===== src/rtl/axi3_rd_arbiter_pkg.sv =====
// axi3_rd_arbiter_pkg: shared types, widths and the round-robin pick function for the AXI3 read arbiter.
package axi3_rd_arbiter_pkg;
  localparam int MAX_M = 32;
  localparam int IDX_W = 5;
  localparam int ADDR_W = 32;
  localparam int DATA_W = 32;
  typedef enum logic [1:0] {ARB_IDLE, ARB_AR, ARB_R} arb_state_t;
  typedef struct packed {
    logic valid;
    logic [IDX_W-1:0] idx;
  } pick_t;
  // Scans from ptr cyclically; descending k lets the closest requester win.
  function automatic pick_t rr_pick(input logic [MAX_M-1:0] req, input logic [IDX_W-1:0] ptr, input int n);
    pick_t p;
    p = '0;
    for (int k = MAX_M - 1; k >= 0; k--) begin
      int j;
      j = (int'(ptr) + k) % n;
      if (k < n && req[j[IDX_W-1:0]]) p = '{valid: 1'b1, idx: j[IDX_W-1:0]};
    end
    return p;
  endfunction
endpackage


===== src/rtl/axi3_rd_arbiter_rr_arbiter.sv =====
// rr_arbiter: round-robin requester pick; owns the rotating priority pointer.
module rr_arbiter import axi3_rd_arbiter_pkg::*; #(
  parameter int N = 2,
  localparam int W = $clog2(N)
) (
  input  logic         clk,
  input  logic         rst,
  input  logic [N-1:0] req_i,
  input  logic         upd_i,
  input  logic [W-1:0] next_ptr_i,
  output logic [W-1:0] gnt_idx_o,
  output logic         gnt_valid_o
);
  logic [W-1:0] ptr_q, ptr_d;
  pick_t pick;
  assign pick = rr_pick(MAX_M'(req_i), IDX_W'(ptr_q), N);
  assign gnt_idx_o = W'(pick.idx);
  assign gnt_valid_o = pick.valid;
  assign ptr_d = upd_i ? next_ptr_i : ptr_q;
  always_ff @(posedge clk) begin
    if (rst) ptr_q <= '0;
    else ptr_q <= ptr_d;
  end
endmodule


===== src/rtl/axi3_rd_arbiter.sv =====
// axi3_rd_arbiter: shares one AXI3 read port among N masters, one burst at a time, round-robin.
module axi3_rd_arbiter import axi3_rd_arbiter_pkg::*; #(
  parameter int N_MASTERS = 2,
  parameter int BUS_WIDTH = 4,
  localparam int GW = $clog2(N_MASTERS)
) (
  input  logic                                  clk,
  input  logic                                  rst,
  input  logic [N_MASTERS-1:0]                  m_arvalid_i,
  output logic [N_MASTERS-1:0]                  m_arready_o,
  input  logic [N_MASTERS-1:0][ADDR_W-1:0]      m_araddr_i,
  input  logic [N_MASTERS-1:0][3:0]             m_arlen_i,
  input  logic [N_MASTERS-1:0][2:0]             m_arsize_i,
  input  logic [N_MASTERS-1:0][1:0]             m_arburst_i,
  input  logic [N_MASTERS-1:0][1:0]             m_arlock_i,
  input  logic [N_MASTERS-1:0][3:0]             m_arcache_i,
  input  logic [N_MASTERS-1:0][2:0]             m_arprot_i,
  input  logic [N_MASTERS-1:0][BUS_WIDTH-1:0]   m_arid_i,
  output logic [N_MASTERS-1:0]                  m_rvalid_o,
  input  logic [N_MASTERS-1:0]                  m_rready_i,
  output logic [N_MASTERS-1:0][DATA_W-1:0]      m_rdata_o,
  output logic [N_MASTERS-1:0][1:0]             m_rresp_o,
  output logic [N_MASTERS-1:0]                  m_rlast_o,
  output logic [N_MASTERS-1:0][BUS_WIDTH-1:0]   m_rid_o,
  output logic                                  s_arvalid_o,
  input  logic                                  s_arready_i,
  output logic [ADDR_W-1:0]                     s_araddr_o,
  output logic [3:0]                            s_arlen_o,
  output logic [2:0]                            s_arsize_o,
  output logic [1:0]                            s_arburst_o,
  output logic [1:0]                            s_arlock_o,
  output logic [3:0]                            s_arcache_o,
  output logic [2:0]                            s_arprot_o,
  output logic [BUS_WIDTH-1:0]                  s_arid_o,
  input  logic                                  s_rvalid_i,
  output logic                                  s_rready_o,
  input  logic [DATA_W-1:0]                     s_rdata_i,
  input  logic [1:0]                            s_rresp_i,
  input  logic                                  s_rlast_i,
  input  logic [BUS_WIDTH-1:0]                  s_rid_i,
  output logic [GW-1:0]                         grant_o,
  output logic                                  busy_o
);
  arb_state_t state_q, state_d;
  logic [GW-1:0] grant_q, grant_d, next_ptr, gnt_idx;
  logic gnt_valid, in_idle, in_ar, in_r, ar_hs, r_last;
  assign in_idle = state_q == ARB_IDLE;
  assign in_ar = state_q == ARB_AR;
  assign in_r = state_q == ARB_R;
  assign s_arvalid_o = in_ar & m_arvalid_i[grant_q];
  assign s_araddr_o = m_araddr_i[grant_q];
  assign s_arlen_o = m_arlen_i[grant_q];
  assign s_arsize_o = m_arsize_i[grant_q];
  assign s_arburst_o = m_arburst_i[grant_q];
  assign s_arlock_o = m_arlock_i[grant_q];
  assign s_arcache_o = m_arcache_i[grant_q];
  assign s_arprot_o = m_arprot_i[grant_q];
  assign s_arid_o = m_arid_i[grant_q];
  assign s_rready_o = in_r & m_rready_i[grant_q];
  assign ar_hs = s_arvalid_o & s_arready_i;
  assign r_last = s_rvalid_i & s_rready_o & s_rlast_i;
  assign next_ptr = (grant_q == GW'(N_MASTERS - 1)) ? '0 : grant_q + 1'b1;
  assign grant_o = grant_q;
  assign busy_o = !in_idle;
  rr_arbiter #(.N(N_MASTERS)) u_rr (
    .clk         (clk),
    .rst         (rst),
    .req_i       (m_arvalid_i),
    .upd_i       (r_last),
    .next_ptr_i  (next_ptr),
    .gnt_idx_o   (gnt_idx),
    .gnt_valid_o (gnt_valid)
  );
  always_comb begin
    state_d = (in_idle && gnt_valid) ? ARB_AR : ar_hs ? ARB_R : r_last ? ARB_IDLE : state_q;
    grant_d = (in_idle && gnt_valid) ? gnt_idx : grant_q;
  end
  always_ff @(posedge clk) begin
    if (rst) begin
      state_q <= ARB_IDLE;
      grant_q <= '0;
    end else begin
      state_q <= state_d;
      grant_q <= grant_d;
    end
  end
  // Return path is purely combinational; only the granted master ever sees R traffic.
  always_comb begin
    m_arready_o = '0;
    m_rvalid_o = '0;
    m_rlast_o = '0;
    m_rdata_o = '0;
    m_rresp_o = '0;
    m_rid_o = '0;
    m_arready_o[grant_q] = in_ar & s_arready_i;
    m_rvalid_o[grant_q] = in_r & s_rvalid_i;
    m_rlast_o[grant_q] = in_r & s_rlast_i;
    m_rdata_o[grant_q] = in_r ? s_rdata_i : '0;
    m_rresp_o[grant_q] = in_r ? s_rresp_i : '0;
    m_rid_o[grant_q] = in_r ? s_rid_i : '0;
  end
endmodule


===== config.mk =====
export PLATFORM = sky130hd
export DESIGN_NAME = axi3_rd_arbiter
export DESIGN_NICKNAME = d
export VERILOG_FILES = /design/src/rtl/axi3_rd_arbiter_pkg.sv /design/src/rtl/axi3_rd_arbiter_rr_arbiter.sv /design/src/rtl/axi3_rd_arbiter.sv
export SDC_FILE = /design/constraint.sdc
export NUM_CORES = 1
export LEC_CHECK = 0
export CORE_AREA = 5 5 112 114
export CTS_BUF_LIST = sky130_fd_sc_hd__clkbuf_16
export CTS_CLUSTER_DIAMETER = 80
export CTS_CLUSTER_SIZE = 20
export DETAILED_ROUTE_END_ITERATION = 7
export DIE_AREA = 0 0 117 119
export PLACE_DENSITY_LB_ADDON = 0.2
export SYNTH_ARGS = -nofsm -noshare
export SYNTH_HDL_FRONTEND = slang
export SYNTH_SLANG_ARGS = --single-unit

===== constraint.sdc =====
create_clock -name clk -period 1.5 [get_ports clk]
set_input_delay 0.3 -clock clk [delete_from_list [all_inputs] [get_ports clk]]
set_output_delay 0.3 -clock clk [all_outputs]
set_load 0.005 [all_outputs]

==> impl_metrics.csv <==
group,metric,value,unit
status,status,"finished with violations",
status,violations,"setup timing",
critical_path,reg2reg_depth,7,
grt,use_met2,0.341,
place,globalplace.congestion,0.867,
power_and_ir_drop,p_total,2040,uW
grt,grt_start_max_net_pins,24,
routing,first_iter_violations,84,
clock_network,cts_num_sinks,4,
place,io_buffers,294,
clock_network,cts_buffers,3,
sta,skew,0.00102,ns
routing,dr.pass1.iters,4,
layout,drive_gt1_frac,0.668,
die,die-area,0.0139,mm2
routing,ant_nets,0,
sta,final.setup.worst_slack,-0.372,ns
sta,fmax,0.534,GHz
routing,wl_per_cell,20.9,um
grt,grt_pass1_vias,2966,
sta,relSlewSlack,0.861,
critical_path,reg2reg_from,"grant_o$_SDFFE_PP0P_",
layout,fin_nets,711,
grt,grt_usage,0.174,
grt,use_met3,0.0583,
grt,grt-busiest-layer,"met2",
clock_network,cts_tree,"built",
die,num_rows,39,
sta,slew_viol_final,0,
logic_synthesis,netlist_area,0.00142,mm2
logic_synthesis,synth_edf_count,0,
logic_synthesis,syn_area_per_cell,7.80,um2
logic_synthesis,synth_most_common_cell,"and2_1",
layout,instances_no_fill,697,
critical_path,worstSetupEndpointType,"output port",
layout,synthToLayoutAreaGrowth,345,%
critical_path,startpoint,"grant_o$_SDFFE_PP0P_",
place,placed_cells,622,
min_path,min_to,"u_rr.ptr_q$_SDFFE_PP0P_",
logic_synthesis,yosys.area.top_type,"mux2_2",
critical_path,critPathLaunchType,"register",
critical_path,critPathRequiredTime,1.20,ns
die,die_x,117,um
sta,fin_hold_ws,0.485,ns
critical_path,r2r-end,"u_rr.ptr_q$_SDFFE_PP0P_",
grt,grt_first_pass_wirelength,18.2,mm
min_path,min_delay_path_depth,2,
sta,setup_viol,135,
routing,drt-vias-per-instance,4.12,
die,die_h,119,um
die,start_util,0.125,
sta,min_period,1.87,ns
logic_synthesis,synthCells,182,
place,post-place-ws,-0.418,ns
logic_synthesis,ys_types,21,
sta,rsz0062_at_grt,"yes",
die,ios,295,
place,dpl.hpwl,9.59,mm
sta,hold_viol_final,0,
logic_synthesis,syn-num-nets,337,
grt,antenna_found_initial,0,
power_and_ir_drop,p_leak,0.00293,uW
logic_synthesis,ys_top_cells_by_count,"and2_1 (80), mux2_2 (54), clkbuf_1 (8)",
layout,antennaDiodeCount,0,
routing,drc_errors,0,
clock_network,clock-root-buffer,"clkbuf_16",
logic_synthesis,yosysWarnings,0,
clock_network,clockBufferDepth,2,
logic_synthesis,yosys-top-cells-area,"mux2_2 (43%), and2_1 (35%), dfxtp_1 (5.6%)",
critical_path,critPathKind,"reg2out",
clock_network,clk_latency,0.22,ns
run,maxCapViolations,0,
die,core,0.0113,mm2
layout,fin_util,0.559,
critical_path,crit_fanout,6,
logic_synthesis,synth_ff_type,"dfxtp_1",
grt,grt.overflow.total,0,
min_path,min_from,"u_rr.ptr_q$_SDFFE_PP0P_",
clock_network,htree_levels,1,
sta,period_share,1.25,
clock_network,clk_pin_slew,0.03,ns
routing,wirelength,14.6,mm
logic_synthesis,synth_top_area_frac,0.428,
logic_synthesis,async_reset_ff_frac,0,
sta,tightestPinTransition,0.205,ns
power_and_ir_drop,ir_drop,0.330,mV
layout,fillerInstances,984,
critical_path,worst_ep_arrival_time,1.57,ns
logic_synthesis,ys_seq_area_frac,0.0564,
routing,vias,2873,
logic_synthesis,synth_seq_cells,4,
grt,use_met1,0.182,
critical_path,r2r_slack,-0.26,ns
power_and_ir_drop,pwr_density_cell,323,mW/mm2
min_path,hold_path_class,"reg2reg",
sequential cells by signal (all words and copies together), names as in the netlist:
| register | flops |
|---|---|
| state_q | 2 |
| grant_o | 1 |
| u_rr.ptr_q | 1 |
cells by family after synthesis:
| family | after synthesis | share of synthesized area |
|---|---|---|
| flops | 4 | 0.0564 |
| compound gates | 9 | 0.0396 |
| simple gates | 95 | 0.406 |
| buf+inv | 18 | 0.0555 |
| mux | 56 | 0.442 |
worst max-delay path, stage by stage (launching register included):
cell and delay [ns]:
dfxtp_4 0.39, buf_12 0.14, buf_12 0.13, buf_12 0.13, buf_4 0.11, mux2_2 0.32
clkbuf_2 0.12
worst max path at each step:
stage,end,slack (ns),cells past startpoint
floorplan,s_araddr_o[10],-0.03,4
global placement,s_arvalid_o,-0.43,4
detailed placement,s_arvalid_o,-0.42,4
CTS,s_arburst_o[0],-0.41,5
global route,m_rdata_o[37],-0.42,9
finish,s_araddr_o[15],-0.37,6
report_power, final:
group	switching (uW)	internal [uW]	total, uW
clock	76.5	341	417
combinational	444	1060	1500
sequential	8.01	114	122
cells in the final DEF (no fill, tap or decap), types with 2 or more instances in the layout:
cell type        netlist  layout
clkdlybuf4s50_1        0     151
buf_6                  0     140
and2_4                 0      70
mux2_4                 0      48
buf_12                 0      25
buf_4                  1      20
clkbuf_2               0      14
buf_2                  6      13
and2_1                80      10
clkbuf_16              0       8
mux2_2                54       6
buf_16                 0       6
buf_8                  0       5
nor2_4                 0       3
a21oi_1                3       3
dlymetal6s2s_1         0       3
nor2_2                 0       2
inv_1                  3       2
nand2_1                2       2
o21ai_0                3       2
dlygate4sd2_1          0       2
dfxtp_2                0       2
cell type report:
class | count | area [um2] | share of cell area
tap | 143 | 179 | 0.0283
sequential | 4 | 86.3 | 0.0136
timing repair buffer | 384 | 4290 | 0.679
inverter | 3 | 13.8 | 0.00218
multi-input combinational | 160 | 1680 | 0.265
clock buffer | 3 | 75.1 | 0.0119
stage by stage:
step	area (um2)	TNS, ns
after floorplan	1420	-1.15
after CTS	5310	-36.80
final	6330	-32.76
after global placement	4670	-38.73
after global routing	6330	-38.47
after detailed placement	4670	-41.46
layer usage:
layer,share of wire,routed length (um),up-vias
li1,-,-,1358
met4,0.00082,12,0
met3,0.11,1560,2
met1,0.33,4830,1353
met5,0,0,-
met2,0.56,8160,160
repair_timing:
item / 4_1_cts / 5_1_grt
setup endpoints to repair: 141 / 142
hold buffers: 0 / 0
cloned: 13 / 6
pin swaps: 28 / 33
setup buffers: 33 / 32
gates resized for setup: 539 / 308
No activity file was read; power rests on OpenSTA's default activity.
